`config.mk`:
```
export PLATFORM = sky130hd
export DESIGN_NAME = alu_control_seq
export DESIGN_NICKNAME = d
export VERILOG_FILES = /design/src/rtl/alu_control_seq.sv
export SDC_FILE = /design/constraint.sdc
export NUM_CORES = 1
export LEC_CHECK = 0
export CORE_AREA = 5 5 42 44
export CTS_CLUSTER_DIAMETER = 150
export DETAILED_ROUTE_END_ITERATION = 7
export DIE_AREA = 0 0 47 49
export GPL_ROUTABILITY_DRIVEN = 0
export PLACE_DENSITY_LB_ADDON = 0.25
export SETUP_SLACK_MARGIN = 0.2
export SYNTH_ARGS = -nofsm -noshare
export SYNTH_HDL_FRONTEND = slang
export SYNTH_SLANG_ARGS = --single-unit
```
`constraint.sdc`:
```
create_clock -name clk -period 3.1 [get_ports clk]
set_clock_uncertainty 0.15 [all_clocks]
set_input_delay 0.62 -clock clk [delete_from_list [all_inputs] [get_ports clk]]
set_output_delay 0.62 -clock clk [all_outputs]
set_load 0.01 [all_outputs]
```
`src/rtl/alu_control_seq.sv`:
```
// alu_control_seq: registered MIPS ALU control unit (ALUOp/funct -> ALUOperation).
// Optional feature macro ALU_CTRL_MULDIV_EN: when defined, MULT/MULTU/DIV/DIVU decode
// to MUL/DIV and an IDLE/BUSY sequencer stalls the pipeline for MDU_CYCLES cycles.
// When undefined, those functs decode as illegal and all MDU outputs are tied low.
module alu_control_seq #(
   parameter int unsigned OP_WIDTH    = 3,
   parameter int unsigned FUNCT_WIDTH = 6,
   parameter int unsigned OPER_WIDTH  = 4,
   parameter int unsigned MDU_CYCLES  = 32
) (
   input  logic                   clk,
   input  logic                   reset,
   input  logic                   in_valid,
   input  logic [OP_WIDTH-1:0]    ALUOp,
   input  logic [FUNCT_WIDTH-1:0] ALUFunction,
   output logic [OPER_WIDTH-1:0]  ALUOperation,
   output logic                   op_valid,
   output logic                   illegal,
   output logic                   stall,
   output logic                   md_start,
   output logic                   md_div,
   output logic                   md_signed,
   output logic                   md_done
);

   // Elaboration-time parameter sanity checks.
   generate
      if (OPER_WIDTH < 4) begin : g_bad_oper_width
         $error("OPER_WIDTH must be at least 4");
      end
      if (MDU_CYCLES < 1) begin : g_bad_mdu_cycles
         $error("MDU_CYCLES must be at least 1");
      end
   endgenerate

   localparam logic [OPER_WIDTH-1:0] C_AND = OPER_WIDTH'(4'b0000);
   localparam logic [OPER_WIDTH-1:0] C_OR  = OPER_WIDTH'(4'b0001);
   localparam logic [OPER_WIDTH-1:0] C_NOR = OPER_WIDTH'(4'b0010);
   localparam logic [OPER_WIDTH-1:0] C_ADD = OPER_WIDTH'(4'b0011);
   localparam logic [OPER_WIDTH-1:0] C_SUB = OPER_WIDTH'(4'b0100);
   localparam logic [OPER_WIDTH-1:0] C_SLT = OPER_WIDTH'(4'b0101);
   localparam logic [OPER_WIDTH-1:0] C_SLL = OPER_WIDTH'(4'b0110);
   localparam logic [OPER_WIDTH-1:0] C_SRL = OPER_WIDTH'(4'b0111);
   localparam logic [OPER_WIDTH-1:0] C_LUI = OPER_WIDTH'(4'b1000);
   localparam logic [OPER_WIDTH-1:0] C_NOP = OPER_WIDTH'(4'b1001);
`ifdef ALU_CTRL_MULDIV_EN
   localparam logic [OPER_WIDTH-1:0] C_MUL = OPER_WIDTH'(4'b1010);
   localparam logic [OPER_WIDTH-1:0] C_DIV = OPER_WIDTH'(4'b1011);
`endif

   logic [OPER_WIDTH-1:0] dec_code;
   logic                  dec_illegal;
`ifdef ALU_CTRL_MULDIV_EN
   logic                  dec_md;
   logic                  dec_div;
   logic                  dec_signed;
`endif

   // Combinational decode of the presented ALUOp/funct pair.
   always_comb begin
      dec_code    = C_NOP;
      dec_illegal = 1'b1;
`ifdef ALU_CTRL_MULDIV_EN
      dec_md      = 1'b0;
      dec_div     = 1'b0;
      dec_signed  = 1'b0;
`endif
      case (ALUOp)
         OP_WIDTH'(3'b000): begin dec_code = C_ADD; dec_illegal = 1'b0; end
         OP_WIDTH'(3'b001): begin dec_code = C_SUB; dec_illegal = 1'b0; end
         OP_WIDTH'(3'b010): begin dec_code = C_LUI; dec_illegal = 1'b0; end
         OP_WIDTH'(3'b011): begin dec_code = C_SLT; dec_illegal = 1'b0; end
         OP_WIDTH'(3'b100): begin dec_code = C_ADD; dec_illegal = 1'b0; end
         OP_WIDTH'(3'b101): begin dec_code = C_OR;  dec_illegal = 1'b0; end
         OP_WIDTH'(3'b110): begin dec_code = C_AND; dec_illegal = 1'b0; end
         OP_WIDTH'(3'b111): begin
            case (ALUFunction)
               FUNCT_WIDTH'(6'b100100): begin dec_code = C_AND; dec_illegal = 1'b0; end
               FUNCT_WIDTH'(6'b100101): begin dec_code = C_OR;  dec_illegal = 1'b0; end
               FUNCT_WIDTH'(6'b100111): begin dec_code = C_NOR; dec_illegal = 1'b0; end
               FUNCT_WIDTH'(6'b100000): begin dec_code = C_ADD; dec_illegal = 1'b0; end
               FUNCT_WIDTH'(6'b100010): begin dec_code = C_SUB; dec_illegal = 1'b0; end
               FUNCT_WIDTH'(6'b101010): begin dec_code = C_SLT; dec_illegal = 1'b0; end
               FUNCT_WIDTH'(6'b000000): begin dec_code = C_SLL; dec_illegal = 1'b0; end
               FUNCT_WIDTH'(6'b000010): begin dec_code = C_SRL; dec_illegal = 1'b0; end
`ifdef ALU_CTRL_MULDIV_EN
               FUNCT_WIDTH'(6'b011000): begin
                  dec_code = C_MUL; dec_illegal = 1'b0; dec_md = 1'b1; dec_signed = 1'b1;
               end
               FUNCT_WIDTH'(6'b011001): begin
                  dec_code = C_MUL; dec_illegal = 1'b0; dec_md = 1'b1;
               end
               FUNCT_WIDTH'(6'b011010): begin
                  dec_code = C_DIV; dec_illegal = 1'b0; dec_md = 1'b1;
                  dec_div = 1'b1; dec_signed = 1'b1;
               end
               FUNCT_WIDTH'(6'b011011): begin
                  dec_code = C_DIV; dec_illegal = 1'b0; dec_md = 1'b1; dec_div = 1'b1;
               end
`endif
               default: begin dec_code = C_NOP; dec_illegal = 1'b1; end
            endcase
         end
         default: begin dec_code = C_NOP; dec_illegal = 1'b1; end
      endcase
   end

`ifdef ALU_CTRL_MULDIV_EN
   localparam int unsigned CNT_W = $clog2(MDU_CYCLES) + 1;

   typedef enum logic {IDLE, BUSY} state_t;

   state_t           state;
   logic [CNT_W-1:0] count;

   // Accept in IDLE, hold off the pipeline for MDU_CYCLES cycles on mul/div.
   always_ff @(posedge clk or posedge reset) begin
      if (reset) begin
         state        <= IDLE;
         count        <= '0;
         ALUOperation <= C_NOP;
         op_valid     <= 1'b0;
         illegal      <= 1'b0;
         stall        <= 1'b0;
         md_start     <= 1'b0;
         md_div       <= 1'b0;
         md_signed    <= 1'b0;
         md_done      <= 1'b0;
      end else begin
         op_valid <= 1'b0;
         md_start <= 1'b0;
         md_done  <= 1'b0;
         case (state)
            IDLE: begin
               if (in_valid) begin
                  ALUOperation <= dec_code;
                  op_valid     <= 1'b1;
                  illegal      <= dec_illegal;
                  if (dec_md) begin
                     md_start  <= 1'b1;
                     md_div    <= dec_div;
                     md_signed <= dec_signed;
                     stall     <= 1'b1;
                     count     <= CNT_W'(MDU_CYCLES - 1);
                     state     <= BUSY;
                  end
               end
            end
            BUSY: begin
               if (count == '0) begin
                  state   <= IDLE;
                  stall   <= 1'b0;
                  md_done <= 1'b1;
               end else begin
                  count <= count - CNT_W'(1);
               end
            end
            default: state <= IDLE;
         endcase
      end
   end
`else
   // Register the decode of every accepted instruction; no MDU sequencing.
   always_ff @(posedge clk or posedge reset) begin
      if (reset) begin
         ALUOperation <= C_NOP;
         op_valid     <= 1'b0;
         illegal      <= 1'b0;
      end else begin
         op_valid <= in_valid;
         if (in_valid) begin
            ALUOperation <= dec_code;
            illegal      <= dec_illegal;
         end
      end
   end

   assign stall     = 1'b0;
   assign md_start  = 1'b0;
   assign md_div    = 1'b0;
   assign md_signed = 1'b0;
   assign md_done   = 1'b0;
`endif

endmodule

```
==> qor.csv, run 1 <==
stage,metric,value,unit
run_status,status,"complete, no violations",
drt,initial DRC count,6,
yosys,synth top area cells,"dfrtp_1, dfstp_2, buf_4, inv_1, o22ai_1",
critical_path,R2R depth,4,
floorplanning,I/O pins,23,
critical_path,type of origin of the critical path,input port,
min_path,WHS Path Cells,1,
sta,Final Cycle Share,71.6,%
run,Max Cap Viol,0,
clocking,post-CTS resize count,0,
clocking,CTS tree,yes,
yosys,"area leader, netlist",dfrtp_1,
critical_path,Setup CP Type,input port to register,
yosys,post-synth top area share,22.2,%
yosys,Synth warnings,0,
critical_path,slowest CP cell,clkdlybuf4s50_1,
sta,min Tclk post-route,2.22,ns
final_layout,synthesis-to-finish area growth,42.2,%
drt,DR WL/cell,11.2,microns
power,power per cell area,374,nW/um^2
drt,vias,444,
floorplanning,floorplan row count,14,
min_path,worst hold path endpoint,ALUOperation[1],
grt,antenna violations before repair,0,
placement,Detail Placement HPWL,809,microns
floorplanning,Die Area,2300,sq um
clocking,clk root buf,clkbuf_4,
yosys,Yosys reg bits,6,
yosys,mapped cell area,450,sq um
critical_path,RR Endpoint,ALUOperation[0],
sta,# setup viols final,0,
power,Peak VDD IR,111,uV
grt,grt ovf,0,
sta,unrepaired setup endpoints after global routing,false,
critical_path,Worst Path Required,3.07,ns
clocking,Worst-path clk slew,0.05,ns
sta,Fin Setup TNS,0,ns
drt,ANT nets after route,0,
drt,met1 wire length,412,microns
grt,first-pass GRT wire length,1660,microns
critical_path,"delay-heaviest family, CP",buffers and inverters,
power,leakage,0.000265,uW
sta,Fmax,451,MHz
clocking,Longest Clk Path Bufs,2,
final_layout,fill count,153,
grt,All-Layer GR Usage,10.2,%
placement,port bufs,17,
drt,Highest Signal Layer,met4,
drt,Routed WL,1010,microns
final_layout,nets@finish,87,
sta,"Hold Vio Cnt, Final",0,
critical_path,"Cell Chain, Critical Path",clkdlybuf4s50_1 > mux2_4 > or3_1 > a21oi_1 > o22ai_1,
drt,routed wl met3,103,microns
critical_path,Max stage delay on crit path,0.59,ns
floorplanning,Initial Util,32.1,%
yosys,register area share after synthesis,33.9,%
floorplanning,Die Y,49,microns
clocking,Sink Count,6,
yosys,Post-Syn Area per Cell,8.19,sq um
clocking,post-CTS setup buffers,0,
final_layout,"commonest cells after routing, fill and taps aside","clkdlybuf4s50_1, inv_1, conb_1",
sta,Final Max Slew Viols,0,
drt,met2 routed WL,445,microns
clocking,clock buffer count from CTS,3,
clocking,"Hold-fix buffers, CTS",0,
critical_path,critical path endpoint category,register,
yosys,Gate Count Post-Synth,55,
floorplanning,core area,1400,sq um
final_layout,share of layout cells above drive strength 1,12.2,%
drt,number of iterations in the first detailed-routing pass,4,
grt,vias in the first global route,395,
min_path,Worst Hold Launch,ALUOperation[1],
drt,via-per-instance ratio,4.93,
final_layout,fin area,641,sq um
final_layout,ANT cells,0,
critical_path,"setup slack, reg-to-reg",1.92,ns
drt,drt drc,0,
floorplanning,Die Span X,47,microns
critical_path,Critical Path AT,2.19,ns
min_path,Hold WC Path Type,register to register,
yosys,synth unique cells,27,
critical_path,Max Fanout on Critical Path,6,
critical_path,worst flop-to-flop path startpoint,ALUOperation[0],
placement,area of placed instances,614,sq um
grt,largest net degree at the start of global routing,13,
clocking,CTS H-Tree Depth,1,
clocking,latest clock arrival within the worst-skew pair,0.25,ns
critical_path,CP Buf/Inv Count,1,
final_layout,"most common cell after layout, fill and taps aside",clkdlybuf4s50_1,
==> sequential cells by signal, indices dropped and copies added (netlist names) <==
| register | flops |
|---|---|
| ALUOperation | 4 |
| op_valid | 1 |
| illegal | 1 |
==> through the flow <==
stage               util [%]  worst slack, ns  cells  hold slack, ns  total power [uW]
floorplan                  -             1.35     59           0.260               127
global placement        43.8            0.621     86           0.313               160
detailed placement      43.8            0.617     86           0.318               160
CTS                     45.7            0.891     90           0.330               245
global route            45.7            0.823     90           0.346               260
finish                  45.7            0.881     90           0.323               239
==> where the power goes <==
group          total [uW]  internal [uW]  switching (uW)
sequential           89.9           87.2            2.72
combinational        68.5           36.8            31.7
clock                80.9           49.0            31.9
total                 239            173            66.3
==> metal layers <==
| layer | GRT usage [%] | vias to the layer above |
|---|---|---|
| li1 | - | 224 |
| met1 | 11.8 | 197 |
| met2 | 14.3 | 18 |
| met3 | 2.58 | 5 |
| met4 | 9.68 | 0 |
| met5 | 0 | - |
==> cell usage after synthesis, drive strengths merged <==
cell,count
a31o,1
inv,7
nand2,3
clkbuf,1
mux2,1
dfstp,2
a41oi,1
nor2,3
o22ai,4
nand4,2
or2,1
and4,1
nor2b,2
o221ai,1
conb,1
o21ai,2
o21a,1
dfrtp,4
or3,1
nand2b,1
nand3b,1
a31oi,3
a21oi,3
buf,5
o22a,1
xor2,1
a211oi,1
==> worst max path at each step <==
| stage | start | depth (start not counted) | slack, ns | to |
|---|---|---|---|---|
| 2_1_floorplan | ALUFunction[1] | 4 | 1.35 | ALUOperation[0] |
| 3_3_place_gp | ALUFunction[1] | 5 | 0.62 | illegal |
| 3_5_place_dp | ALUFunction[1] | 5 | 0.62 | illegal |
| 4_1_cts | ALUFunction[1] | 5 | 0.89 | illegal |
| 5_1_grt | ALUFunction[1] | 5 | 0.82 | illegal |
| 6_report | ALUFunction[1] | 5 | 0.88 | illegal |
==> cell type report <==
cell class	count	area (sq um)	share of cell area (%)
tap	16	20.0	3.13
clock buffer	4	26.3	4.10
multi-input combinational	40	245	38.3
inverter	7	26.3	4.10
sequential	6	153	23.8
timing repair buffer	17	170	26.6
==> cells by family after synthesis <==
group | Yosys count | synth area share [%]
compound gates | 18 | 26.4
buf+inv | 13 | 15.0
other cells | 1 | 0.833
xor+xnor | 1 | 1.94
simple gates | 15 | 18.6
flops | 6 | 33.9
mux | 1 | 3.33
Note: power is estimated with default switching activity, not from simulation.
==> run 2, diff against run 1 <==
==> constraint.sdc (replaced) <==
create_clock -name clk -period 2.25 [get_ports clk]
set_clock_uncertainty 0.15 [all_clocks]
set_input_delay 0.45 -clock clk [delete_from_list [all_inputs] [get_ports clk]]
set_output_delay 0.45 -clock clk [all_outputs]
set_load 0.01 [all_outputs]
==> run 2 against run 1 <==
Global-route usage up 0.085 points. Setup slack lost 0.55 ns. Sequential power up 38%. Largest power group unchanged.
==> qor.csv, run 2 (same netlist as run 1, synthesis figures left out) <==
stage,metric,value,unit,change
sta,min Tclk post-route,1.92,ns,
grt,All-Layer GR Usage,10.3,%,was 10.2%
sta,unrepaired setup endpoints after global routing,false,,unchanged
sta,# setup viols final,0,,unchanged
power,power per cell area,488,nW/um^2,was 374 nW/um^2
final_layout,nets@finish,90,,was 87
min_path,Hold WC Path Type,input port to async pin,,was register to register
critical_path,Max Fanout on Critical Path,2,,was 6
drt,DR WL/cell,12.2,microns,was 11.2 microns
drt,Routed WL,1130,microns,was 1010 microns
power,internal power,235,uW,was 173 uW
critical_path,Setup CP Type,input port to register,,unchanged
floorplanning,Die Area,2300,sq um,unchanged
clocking,Worst-path clk slew,0.04,ns,was 0.05 ns
sta,Final Cycle Share,85.3,%,
clocking,Longest Clk Path Bufs,2,,unchanged
critical_path,critical path endpoint category,register,,unchanged
final_layout,Final Core Density,47.1,%,was 45.7%
run_status,status,"complete, no violations",,unchanged
sta,final worst slack,0.330,ns,was 0.881 ns
final_layout,ANT cells,0,,unchanged
final_layout,"Most flops, register",ALUOperation,,unchanged
drt,ANT nets after route,0,,unchanged
final_layout,synthesis-to-finish area growth,46.4,%,was 42.2%
clocking,latest clock arrival within the worst-skew pair,0.24,ns,was 0.25 ns
drt,initial DRC count,9,,was 6
clocking,CTS H-Tree Depth,1,,unchanged
floorplanning,core area,1400,sq um,unchanged
critical_path,R2R depth,4,,unchanged
final_layout,Finished Layout Cells,92,,was 90
power,Comb power frac,31.0,%,was 28.6%
drt,drt drc,0,,unchanged
final_layout,"commonest cells after routing, fill and taps aside","clkdlybuf4s50_1, inv_1, conb_1",,unchanged
power,Switching Fraction,27.1,%,was 27.7%
critical_path,worst flop-to-flop path startpoint,ALUOperation[0],,unchanged
power,Clk network pwr share,30.4,%,was 33.8%
placement,pre-CTS setup slack,0.0765,ns,was 0.617 ns
critical_path,Critical Path AT,1.88,ns,was 2.19 ns
placement,port bufs,17,,unchanged
drt,via-per-instance ratio,5.09,,was 4.93
power,leakage,0.000278,uW,was 0.000265 uW
final_layout,share of layout cells above drive strength 1,15.8,%,was 12.2%
placement,Detail Placement HPWL,925,microns,was 809 microns
floorplanning,I/O pins,23,,unchanged
clocking,clock buffer count from CTS,3,,unchanged
power,Seq pwr share,38.6,%,was 37.6%
sta,Fmax,521,MHz,
clocking,clk root buf,clkbuf_4,,unchanged
run,Max Cap Viol,0,,unchanged
power,Peak VDD IR,216,uV,was 111 uV
power,Psw,87.2,uW,was 66.3 uW
clocking,post-CTS setup buffers,0,,unchanged
final_layout,Largest regs,"ALUOperation (4), illegal (1), op_valid (1)",,unchanged
grt,vias in the first global route,424,,was 395
sta,Fin Setup TNS,0,ns,unchanged
clocking,CTS tree,yes,,unchanged
critical_path,Worst Path Required,2.21,ns,was 3.07 ns
floorplanning,Initial Util,32.1,%,unchanged
final_layout,fin area,659,sq um,was 641 sq um
drt,number of iterations in the first detailed-routing pass,4,,unchanged
floorplanning,floorplan row count,14,,unchanged
grt,largest net degree at the start of global routing,13,,unchanged
drt,vias,468,,was 444
clocking,post-CTS resize count,0,,unchanged
grt,grt ovf,0,,unchanged
placement,placed insts,89,,was 86
critical_path,Critical Path Source,ALUFunction[1],,unchanged
grt,first-pass GRT wire length,1720,microns,was 1660 microns
final_layout,"most common cell after layout, fill and taps aside",clkdlybuf4s50_1,,unchanged
sta,"Hold Vio Cnt, Final",0,,unchanged
sta,Final Max Slew Viols,0,,unchanged
floorplanning,Die Y,49,microns,unchanged
placement,area of placed instances,637,sq um,was 614 sq um
floorplanning,Die Span X,47,microns,unchanged
critical_path,type of origin of the critical path,input port,,unchanged
final_layout,number of flip-flops in the largest register,4,,unchanged
grt,antenna violations before repair,0,,unchanged
clocking,Sink Count,6,,unchanged
clocking,"Hold-fix buffers, CTS",0,,unchanged
## run 2: area by class of cell
| cell class | instances | area (sq um) |
|---|---|---|
| Fill cell | 147 | 742 |
| Inverter | 7 | 26.3 |
| Tap cell | 16 | 20.0 |
| Multi-Input combinational cell | 40 | 245 |
| Clock buffer | 3 | 22.5 |
| Sequential cell | 6 | 153 |
| Timing Repair Buffer | 20 | 193 |
## run 2: power by group through the flow
stage	Combinational [uW]	Clock, uW	Sequential, uW
3_5_place_dp	99.9	0	126
3_3_place_gp	99.2	0	126
4_1_cts	101	101	125
5_1_grt	109	107	126
2_1_floorplan	44.2	0	131
6_report	99.7	97.9	124
## run 2: worst paths after layout
| check | to | slack (ns) |
|---|---|---|
| max in group asynchronous | ALUOperation[0] | 1.42 |
| min in group clk | ALUOperation[1] | 0.34 |
| max reg2reg | ALUOperation[0] | 1.05 |
| min | illegal | 0.28 |
| max | illegal | 0.33 |
| min reg2reg | ALUOperation[1] | 0.34 |
## run 2: worst max-delay path, stage by stage
cell	delay (ns)
clkdlybuf4s50_1	0.50
mux2_4	0.30
or3_1	0.33
a21oi_1	0.21
o22ai_1	0.10
## run 2: layer usage
metal / global-route usage [%] / vias to the layer above / part of all wire, %
met5: 0 / - / 0
met4: 5.53 / 0 / 2.0
met3: 2.95 / 4 / 12
met2: 16.7 / 20 / 49
met1: 11.4 / 211 / 37
li1: - / 233 / -
## run 2: stage by stage
| stage | hold slack, ns | power, uW |
|---|---|---|
| CTS | 0.286 | 327 |
| finish | 0.278 | 322 |
| floorplan | 0.0895 | 175 |
| global route | 0.300 | 342 |
| detailed placement | 0.351 | 226 |
| global placement | 0.315 | 225 |
